### config.mk
export PLATFORM = sky130hd
export DESIGN_NAME = alsu_gen
export DESIGN_NICKNAME = d
export VERILOG_FILES = /design/src/rtl/alsu_gen.sv
export SDC_FILE = /design/constraint.sdc
export NUM_CORES = 1
export LEC_CHECK = 0
export CAP_MARGIN = 20
export CORE_MARGIN = 2
export CORE_UTILIZATION = 40
export DETAILED_ROUTE_END_ITERATION = 16
export PLACE_DENSITY = 0.72
export SETUP_SLACK_MARGIN = 0.05
export SLEW_MARGIN = 30
export SYNTH_ARGS = -nofsm -noshare
export SYNTH_HDL_FRONTEND = slang
export SYNTH_SLANG_ARGS = --single-unit
### constraint.sdc
create_clock -name clk -period 3 [get_ports clk]
set_input_delay 0.6 -clock clk [delete_from_list [all_inputs] [get_ports clk]]
set_output_delay 0.6 -clock clk [all_outputs]
set_load 0.1 [all_outputs]
### src/rtl/alsu_gen.sv
// Parametrised handshaked ALSU: logic/arith/shift ops in one cycle, iterative shift-add
// multiplier, and a blinking LED indicator for illegal opcode/reduction combinations.
module alsu_gen #(
    parameter int    WIDTH          = 8,
    parameter string INPUT_PRIORITY = "A",
    parameter string FULL_ADDER     = "ON"
) (
    input  logic                 clk,
    input  logic                 rst,
    input  logic [WIDTH-1:0]     A,
    input  logic [WIDTH-1:0]     B,
    input  logic                 cin,
    input  logic                 serial_in,
    input  logic                 direction,
    input  logic                 red_op_A,
    input  logic                 red_op_B,
    input  logic [2:0]           opcode,
    input  logic                 bypass_A,
    input  logic                 bypass_B,
    input  logic                 in_valid,
    output logic                 in_ready,
    output logic [2*WIDTH-1:0]   out,
    output logic                 out_valid,
    output logic [15:0]          leds
);
    localparam int OW      = 2 * WIDTH;
    localparam int SW      = WIDTH + 1;
    localparam int CW      = $clog2(WIDTH);
    localparam bit PRI_A   = (INPUT_PRIORITY == "A");
    localparam bit USE_CIN = (FULL_ADDER == "ON");

    typedef enum logic {IDLE, MUL} state_t;

    state_t             state_reg, state_next;
    logic [OW-1:0]      out_reg, out_next;
    logic               out_valid_reg, out_valid_next;
    logic               err_reg, err_next;
    logic [15:0]        leds_reg, leds_next;
    logic [OW-1:0]      acc_reg, acc_next;
    logic [CW-1:0]      cnt_reg, cnt_next;
    logic [WIDTH-1:0]   mul_a_reg, mul_a_next;
    logic [WIDTH-1:0]   mul_b_reg, mul_b_next;

    logic               accept;
    logic               invalid;
    logic               use_red_a;
    logic [WIDTH-1:0]   bypass_val;
    logic [SW-1:0]      sum;
    logic [OW-1:0]      op_result;
    logic [OW-1:0]      addend;
    logic [OW-1:0]      acc_step;
    logic [OW-1:0]      shifted_a [WIDTH];

    // Precomputed A<<k for every multiplier step; the current step picks one by cnt.
    generate
        for (genvar gi = 0; gi < WIDTH; gi++) begin : g_shift
            assign shifted_a[gi] = {{WIDTH{1'b0}}, mul_a_reg} << gi;
        end
    endgenerate

    assign accept     = in_valid && (state_reg == IDLE);
    assign invalid    = (opcode[2:1] == 2'b11) ||
                        ((red_op_A || red_op_B) && (opcode[2:1] != 2'b00));
    assign use_red_a  = red_op_A && (!red_op_B || PRI_A);
    assign bypass_val = (bypass_A && (!bypass_B || PRI_A)) ? A : B;
    assign sum        = {1'b0, A} + {1'b0, B} + SW'(USE_CIN ? cin : 1'b0);
    assign addend     = mul_b_reg[cnt_reg] ? shifted_a[cnt_reg] : '0;
    assign acc_step   = acc_reg + addend;

    always_comb begin
        op_result = '0;
        case (opcode)
            3'd0: begin
                if (use_red_a)     op_result = OW'(&A);
                else if (red_op_B) op_result = OW'(&B);
                else               op_result = OW'(A & B);
            end
            3'd1: begin
                if (use_red_a)     op_result = OW'(^A);
                else if (red_op_B) op_result = OW'(^B);
                else               op_result = OW'(A ^ B);
            end
            3'd2: op_result = OW'(sum);
            3'd4: op_result = direction ? OW'({A[WIDTH-2:0], serial_in})
                                        : OW'({serial_in, A[WIDTH-1:1]});
            3'd5: op_result = direction ? OW'({A[WIDTH-2:0], A[WIDTH-1]})
                                        : OW'({A[0], A[WIDTH-1:1]});
            default: op_result = '0;
        endcase
    end

    always_comb begin
        state_next     = state_reg;
        out_next       = out_reg;
        out_valid_next = 1'b0;
        err_next       = err_reg;
        leds_next      = err_reg ? ~leds_reg : leds_reg;
        acc_next       = acc_reg;
        cnt_next       = cnt_reg;
        mul_a_next     = mul_a_reg;
        mul_b_next     = mul_b_reg;
        case (state_reg)
            IDLE: begin
                if (accept) begin
                    // Any accept that is not invalid clears the error indicator.
                    err_next  = 1'b0;
                    leds_next = '0;
                    if (bypass_A || bypass_B) begin
                        out_next       = OW'(bypass_val);
                        out_valid_next = 1'b1;
                    end else if (invalid) begin
                        out_next       = '0;
                        out_valid_next = 1'b1;
                        err_next       = 1'b1;
                        leds_next      = 16'hFFFF;
                    end else if (opcode == 3'd3) begin
                        state_next = MUL;
                        mul_a_next = A;
                        mul_b_next = B;
                        acc_next   = '0;
                        cnt_next   = '0;
                    end else begin
                        out_next       = op_result;
                        out_valid_next = 1'b1;
                    end
                end
            end
            MUL: begin
                acc_next = acc_step;
                cnt_next = cnt_reg + 1'b1;
                if (cnt_reg == CW'(WIDTH - 1)) begin
                    out_next       = acc_step;
                    out_valid_next = 1'b1;
                    cnt_next       = '0;
                    state_next     = IDLE;
                end
            end
            default: state_next = IDLE;
        endcase
    end

    always_ff @(posedge clk) begin
        if (!rst) begin
            state_reg     <= IDLE;
            out_reg       <= '0;
            out_valid_reg <= 1'b0;
            err_reg       <= 1'b0;
            leds_reg      <= '0;
            acc_reg       <= '0;
            cnt_reg       <= '0;
            mul_a_reg     <= '0;
            mul_b_reg     <= '0;
        end else begin
            state_reg     <= state_next;
            out_reg       <= out_next;
            out_valid_reg <= out_valid_next;
            err_reg       <= err_next;
            leds_reg      <= leds_next;
            acc_reg       <= acc_next;
            cnt_reg       <= cnt_next;
            mul_a_reg     <= mul_a_next;
            mul_b_reg     <= mul_b_next;
        end
    end

    assign in_ready  = (state_reg == IDLE);
    assign out       = out_reg;
    assign out_valid = out_valid_reg;
    assign leds      = leds_reg;
endmodule

After elaboration in Yosys (flattened, before gate mapping)
Cells that the tools add are included.
- register bits after elaboration: 70
- input bits: 29
- output and inout port bits: 34
- logic and storage cells: 100
- $add $sub $neg: 4
- order comparisons: 2
- eq/ne operators: 13
- mux-type cells: 50
- bitwise gates (word level): 7
- reduce and logical (&&, ||, !) cells: 15
- operators by type and width (cell ; number):
    $mux W16 ; 19
    $pmux W16 S5 ; 1
    $pmux W16 S2 ; 2
    $bmux W16 S3 ; 1
    $mux W8 ; 5
    $add A16 B16 Y16 ; 1
    $not A16 Y16 ; 1
    $reduce_and A8 Y1 ; 2
    $reduce_xor A8 Y1 ; 2
    $mux W3 ; 5
    $mux W1 ; 13
    $add A8 B8 Y9 ; 1
    $add A9 B1 Y9 ; 1
    $eq A3 B3 Y1 const B ; 3
    $and A8 B8 Y8 ; 1
    $xor A8 B8 Y8 ; 1
    $eq A3 B2 Y1 const B ; 2
    $ne A2 B1 Y1 const B ; 3
    $pmux W3 S2 ; 1
    $reduce_and A5 Y1 ; 1
    $ge A4 B4 Y1 const B ; 1
    $lt A3 B4 Y1 const B ; 1
    $ne A2 B2 Y1 const B ; 2
    $ne A4 B4 Y1 const B ; 1
    other kinds (14) ; 20

Logic depth before layout (Yosys ltp)
Gate-level depths: netlist of the first run.
- depth after elaboration: 9
- depth in mapped cells: 15
- mapped depth without buffers: 13

Least setup slack after synthesis of the first run
OpenSTA, ideal clock, no wires.
- path type: flip-flop to flip-flop
- start point: register cnt_reg[0]
- end point: register acc_reg[14]
- library setup time: 117 ps
- arrival time: 3063 ps
- data required time: 2883 ps
- slack: -180 ps
- stages on the path, launching flop included: 15
- buffers on the path: 3
- period minus slack after synthesis: 3180 ps
- cells stage by stage: dfxtp_1 > buf_2 > mux4_2 > nand2_1 > and2_1 > clkbuf_1 > a211oi_1 > ha_1 > clkbuf_1 > o21ai_0 > o21ai_0 > a221oi_1 > o21ai_0 > xor2_1 > a32o_1
- word-level cells in the longest chain between the ends: 7
- elaborated cells between the ends (all ways): 9
- classes of those cells: add/sub: 1; mux: 7; bitwise: 1
- RTL lines (element ; RTL line ; RTL):
    start, declared ; 40 ; logic [CW-1:0] cnt_reg, cnt_next;
    start signal, assigned ; 160 ; cnt_reg <= cnt_next;
    $not A3 Y4 (implied by the code) ; 67 ; assign addend = mul_b_reg[cnt_reg] ? shifted_a[cnt_reg] : '0;
    $bmux W16 S3 ; 67 ;
    $mux W16 (implied by the code) (2 in a row) ; 67 ;
    $mux W16 (*) ; 67 ;
    $add A16 B16 Y16 (*) ; 68 ; assign acc_step = acc_reg + addend;
    $pmux W16 S2 (*) ; 102 ; case (state_reg)
    end signal, assigned ; 159 ; acc_reg <= acc_next;
    end, declared ; 39 ; logic [OW-1:0] acc_reg, acc_next;
Mark *: on every way between the ends. The rest lies on a longest branch, timed or not. The select of a mux whose other input is x is not followed.
A chain may end at the register's enable or synchronous reset.

Final worst setup path of the first run
- start point: register cnt_reg[0]
- end point: register out_reg[15], in the netlist out[15]
- word-level cells in the longest chain between the ends: 8
- elaborated cells between the ends (all ways): 13
- classes of those cells: add/sub: 1; eq/ne: 2; mux: 8; bitwise: 1; reduce/logical: 1
- RTL lines (element ; RTL line ; RTL):
    $not A3 Y4 (implied by the code) ; 67 ;
    $bmux W16 S3 ; 67 ;
    $mux W16 (implied by the code) (2 in a row) ; 67 ;
    $mux W16 ; 67 ;
    $add A16 B16 Y16 ; 68 ;
    $mux W16 ; 131 ; if (cnt_reg == CW'(WIDTH - 1)) begin
    $pmux W16 S2 ; 102 ;
    end signal, assigned ; 155 ; out_reg <= out_next;
    end, declared ; 35 ; logic [OW-1:0] out_reg, out_next;
Parallel ways exist; a longest one is shown, timed or not. The select of a mux whose other input is x is not followed.

==> results of run 1 <==
## worst reg2reg max path, cell delays in order (launching register included)
cell and delay (ns):
dfxtp_4 0.36, mux4_2 0.53, nand2_2 0.11, buf_4 0.13
nor2_1 0.05, ha_1 0.36, o21ai_0 0.16, o211ai_1 0.32
nand3_1 0.19, a32oi_2 0.34, xor2_1 0.11, a32o_1 0.21
## power by group through the flow
stage	Clock (µW)	Combinational, µW	Sequential, µW
floorplan	0	203	1110
global placement	0	489	983
detailed placement	0	497	985
CTS	1180	499	963
global route	1220	537	964
finish	1160	505	963
## placed cells by master (no fill, tap or decap), drive strengths merged, types with 12 or more instances in the layout
cell,instances
clkdlybuf4s50,27
xor2,23
o21ai,38
inv,14
ha,33
nand3,12
a22oi,12
a21boi,23
a211oi,13
buf,92
xnor2,12
nor2,49
dfxtp,70
nor2b,27
a21oi,26
mux2i,24
nand2,69
## layout make-up
cell class                 instances  area, µm²
clock buffer                      10        229
clock inverter                     6       93.8
fill                            1087       5640
inverter                          13       48.8
multi-input combinational        474       3430
sequential                        70       1410
tap                              147        184
timing repair buffer             119        975
## cells by family (layout without fill, tap and decap cells)
group,count (synthesis),in the layout,synth area share [%]
simple gates,197,197,19.5
compound gates,171,171,23.9
flops,70,70,28.4
buf+inv,50,148,4.62
fa+ha+maj,36,36,9.59
xor+xnor,35,35,6.22
mux,35,35,7.84
## through the flow
step	cell area [µm²]	utilization [%]	power, µW	worst slack [ns]	hold WS (ns)
4_1_cts	6270	52.2	2640	0.0308	0.455
6_report	6370	53.0	2630	0.0329	0.454
2_1_floorplan	4980	-	1310	0.0496	0.448
5_1_grt	6370	53.0	2720	-0.0476	0.481
3_3_place_gp	5910	49.2	1470	-0.279	0.443
3_5_place_dp	5910	49.2	1480	-0.331	0.449
## what timing repair did
| action | CTS | global route |
|---|---|---|
| resized for setup | 10 | 34 |
| setup buffers | 2 | 2 |
| cloned | 0 | 0 |
| endpoints found under the setup margin | 14 | 22 |
| pin swaps | 6 | 8 |
| hold buffers | 0 | 0 |
## layer usage
| metal | routed length (µm) | up-vias |
|---|---|---|
| met5 | 0 | - |
| met4 | 424 | 0 |
| met3 | 705 | 36 |
| met2 | 7240 | 142 |
| met1 | 6230 | 2301 |
| li1 | - | 2339 |
## worst paths after layout
path / depth (start not counted) / end / slack [ns] / start
hold reg to reg: 2 / out[0] / 0.45 / out[0]
setup / recovery: 11 / out[15] / 0.03 / cnt_reg[0]
setup reg to reg: 11 / out[15] / 0.03 / cnt_reg[0]
hold / removal: 2 / out[0] / 0.45 / out[0]
==> flow_metrics.tcl, run 1 <==
set metrics [dict create \
    drcViolationCount 0 \
    avgSynthCellArea_um2 8.30 \
    cts_tree "done" \
    slew_headroom_pct 42.1 \
    syn-instance-count 594 \
    dieHeight_um 115 \
    setup_viol 0 \
    grt_max_degree 34 \
    cts_max_path_buffers 2 \
    fin_tns_setup_ns 0 \
    nets 752 \
    yosysMostFrequentCell "dfxtp_1" \
    synth-seq-cells 70 \
    pwr-share-comb_pct 19.2 \
    p_int_uw 1870 \
    min_period_ns 2.97 \
    antenna_cells 0 \
    synth_nets 659 \
    power_density_nw_per_um2 413 \
    drive_gt1_share_pct 23.0 \
    switching_share_pct 29.0 \
    antenna_found_initial 0 \
    vias_per_cell 5.74 \
    crit_family "compound AO/OA/AOI/OAI gates" \
    fmax_ghz 0.337 \
    min_period_over_period_pct 98.9 \
    clk_pin_slew_worst_paths_ns 0.06 \
    area_delta_synth_final_pct 29.2 \
    htreeDepth 3 \
    slowest_stage "mux4_2" \
    p_leak_uw 0.00255 \
    vias 4818 \
    core_area_um2 12000 \
    critPathArrivalTime_ns 3.19 \
    rows 40 \
    first_iter_violations 332 \
    synth-seq-area-share_pct 28.4 \
    cp_max_fo 3 \
    min_path_type "flip-flop to flip-flop" \
    synth_top_area_cell "dfxtp_1" \
    grt_pass1_vias 4679 \
    netlist_top_cells_area "dfxtp_1 (28%), ha_1 (8.4%), nand2_1 (5.3%)" \
    overflow 0 \
    grt.total_usage_pct 22.3 \
    gr-max-usage-layer "met2" \
    drv_slew 0 \
    met3_usage_pct 3.32 \
    dp_hpwl_um 10900 \
    grt_pass1_wl_um 23400 \
    synth_common_cells "dfxtp_1 (70), nand2_1 (69), nor2_1 (48)" \
    final_hold_viol_count 0 \
    seqPwrFrac_pct 36.6 \
    rsz0062_at_grt "yes" \
    ir_worst_vdd_v 0.000317 \
    end_kind "flip-flop" \
    finClkSkew_ns 0.0108 \
    die_x_um 115 \
    routedWlPerCell_um 17.4 \
    port_buffers 62 \
    startpoint_type "flip-flop" \
    dieArea_um2 13200 \
    synthesis.area_um2 4930 \
    crit_buf_inv 1 \
    synthArstFlopShare_pct 0 \
    switchingPower_uw 762 \
    worst_pin_slew_ns 0.867 \
    cp_data_required_time_ns 3.23 \
    yosysTopAreaCellShare_pct 28.4 \
    ioPinCount 63 \
    path_class "flip-flop to flip-flop" \
    start_util_pct 41.1 \
    numPlacedInstances 820 \
    dr.pass1.iters 5 \
    status "finished clean" \
    max-cap-violations 0 \
    yosysUniqueCellTypes 68 \
    numCtsBuffers 9 \
    root_buffer "clkbuf_16" \
    ys_warn_count 0 \
    met1_usage_pct 28.4 \
    grt_util_met2_pct 38.5 \
    synth_edf_count 0 \
    stdcell_count 839 \
    p_clk_share_pct 44.2 \
    worstSkewPairLatency_ns 0.34 \
    ant_nets 0 \
    wl_um 14600 \
    cts_sinks 70 \
    path_cells "mux4_2, nand2_2, buf_4, nor2_1, ha_1, o21ai_0, o211ai_1, nand3_1, a32oi_2, xor2_1, a32o_1" \
    gp_congestion 0.972 \
    critPathMaxStageDelay_ns 0.53 \
    ys.flop_type "dfxtp_1" \
]
(Power assumes the default switching activity.)
==> inputs of run 2 (changes only) <==
--- a/config.mk
+++ b/config.mk
@@ -7,9 +7,10 @@
 export LEC_CHECK = 0
 export CAP_MARGIN = 20
 export CORE_MARGIN = 2
-export CORE_UTILIZATION = 40
+export CORE_UTILIZATION = 50
 export DETAILED_ROUTE_END_ITERATION = 16
-export PLACE_DENSITY = 0.72
+export GPL_TIMING_DRIVEN = 0
+export PLACE_DENSITY = 0.85
 export SETUP_SLACK_MARGIN = 0.05
 export SLEW_MARGIN = 30
 export SYNTH_ARGS = -nofsm -noshare
==> flow_metrics.tcl, run 2 (synthesis results as in run 1) <==
set metrics [dict create \
    dieArea_um2 10700 \
    cp_data_required_time_ns 3.27 \
    min_path_type "flip-flop to flip-flop" \
    core_area_um2 9680 \
    cts_sinks 70 \
    final_hold_viol_count 0 \
    setup_viol 11 \
    antenna_found_initial 0 \
    layout_commonest_cell "dfxtp_1" \
    worstSkewPairLatency_ns 0.38 \
    violations "negative setup slack" \
    power_density_nw_per_um2 337 \
    drive_gt1_share_pct 17.8 \
    fillers 791 \
    worst_pin_slew_ns 1.01 \
    drcViolationCount 0 \
    path_class "flip-flop to flip-flop" \
    min_period_ns 3.06 \
    wl_um 15400 \
    port_buffers 56 \
    fmax_ghz 0.327 \
    grt_pass1_vias 4766 \
    root_buffer "clkbuf_8" \
    overflow 0 \
    cts_tree "done" \
    dr.pass1.iters 5 \
    slew_headroom_pct 32.5 \
    first_iter_violations 346 \
    gp_congestion 0.953 \
    cts_max_path_buffers 2 \
    max-cap-violations 0 \
    ioPinCount 63 \
    grt_pass1_wl_um 23400 \
    rsz0062_at_grt "yes" \
    area_delta_synth_final_pct 28.3 \
    r2r_slack_ns -0.06 \
    antenna_cells 0 \
    cp-startpoint "cnt_reg[0]" \
    clk_pin_slew_worst_paths_ns 0.08 \
    r2r-start "cnt_reg[0]" \
    dieHeight_um 103 \
    htreeDepth 3 \
    grt_max_degree 13 \
    routedWlPerCell_um 18.7 \
    ant_nets 0 \
    startpoint_type "flip-flop" \
    vias 4956 \
    end_kind "flip-flop" \
    numCtsBuffers 9 \
    numPlacedInstances 783 \
    worst_slack_ns -0.0600 \
    regToRegEndpoint "out[15]" \
    seq_area_um2 1400 \
    drv_slew 0 \
    start_util_pct 50.9 \
    status "complete, but fails checks" \
    p_leak_uw 0.00236 \
    grt.total_usage_pct 28.6 \
    stdcell_count 820 \
    cp_max_fo 4 \
    vias_per_cell 6.04 \
    nets 748 \
    min_period_over_period_pct 102 \
    critPathCapture "out[15]" \
    multi_input_area_um2 3580 \
    die_x_um 103 \
    dp_hpwl_um 10800 \
    r2r_cells 13 \
    finClkSkew_ns 0.0159 \
    critPathArrivalTime_ns 3.33 \
    p_total_uw 2130 \
    mostFrequentLayoutCells "dfxtp_1 (69), nand2_1 (64), clkdlybuf4s50_1 (54)" \
    hold_buffers 0 \
    ir_worst_vdd_v 0.000188 \
    fin_tns_setup_ns -0.339 \
    fin_util_pct 65.3 \
    rows 36 \
]
-- run 2: where the power goes --
part / switching [µW] / leakage (µW) / internal [µW]
clock network: 388 / 0.0000783 / 296
logic: 323 / 0.00171 / 166
registers: 12.9 / 0.000568 / 948
-- run 2: final cells by class --
| type | instances | area share (%) |
|---|---|---|
| clock buffer | 10 | 2.02 |
| timing repair buffer | 79 | 11.9 |
| inverter | 13 | 0.772 |
| sequential | 70 | 22.2 |
| multi-input combinational | 474 | 56.6 |
| buffer | 36 | 3.28 |
| tap | 133 | 2.63 |
| clock inverter | 5 | 0.593 |
-- run 2: worst min-delay path by stage --
stage / startpoint / endpoint / depth (start not counted)
3_3_place_gp: out[0] / out[0] / 2
4_1_cts: out[0] / out[0] / 2
6_report: out[0] / out[0] / 2
2_1_floorplan: acc_reg[5] / acc_reg[5] / 2
3_5_place_dp: out[0] / out[0] / 2
5_1_grt: out[0] / out[0] / 2
-- run 2: per-stage QoR --
step	hold WS, ns	setup WS (ns)	cell area [µm²]
3_5_place_dp	0.450	-0.490	5710
6_report	0.454	-0.0600	6320
2_1_floorplan	0.448	0.0496	4980
5_1_grt	0.475	-0.161	6320
4_1_cts	0.458	-0.132	6090
3_3_place_gp	0.442	-0.452	5710
-- run 2: routing by layer --
metal	vias to the layer above	GRT usage (%)	wire, µm
met3	43	4.57	1030
met2	235	48.8	7560
met5	-	0	0
li1	2331	-	-
met4	0	13.2	451
met1	2347	35.5	6330
-- run 2: what timing repair did --
| action | in CTS | in global routing |
|---|---|---|
| resized for setup | 40 | 41 |
| buffers inserted | 13 | 10 |
| pin swaps | 26 | 29 |
| setup endpoints to repair | 21 | 23 |
-- run 2: critical path: stages (launching register included) --
cell and delay [ns]:
dfxtp_2 0.34, buf_6 0.12, mux4_2 0.55, nand2_4 0.12
and2_4 0.19, buf_4 0.12, nor2_1 0.06, ha_1 0.35
nand4_1 0.21, nor2_1 0.17, nand3_2 0.13, a32oi_4 0.29
xor2_1 0.11, a32o_1 0.21
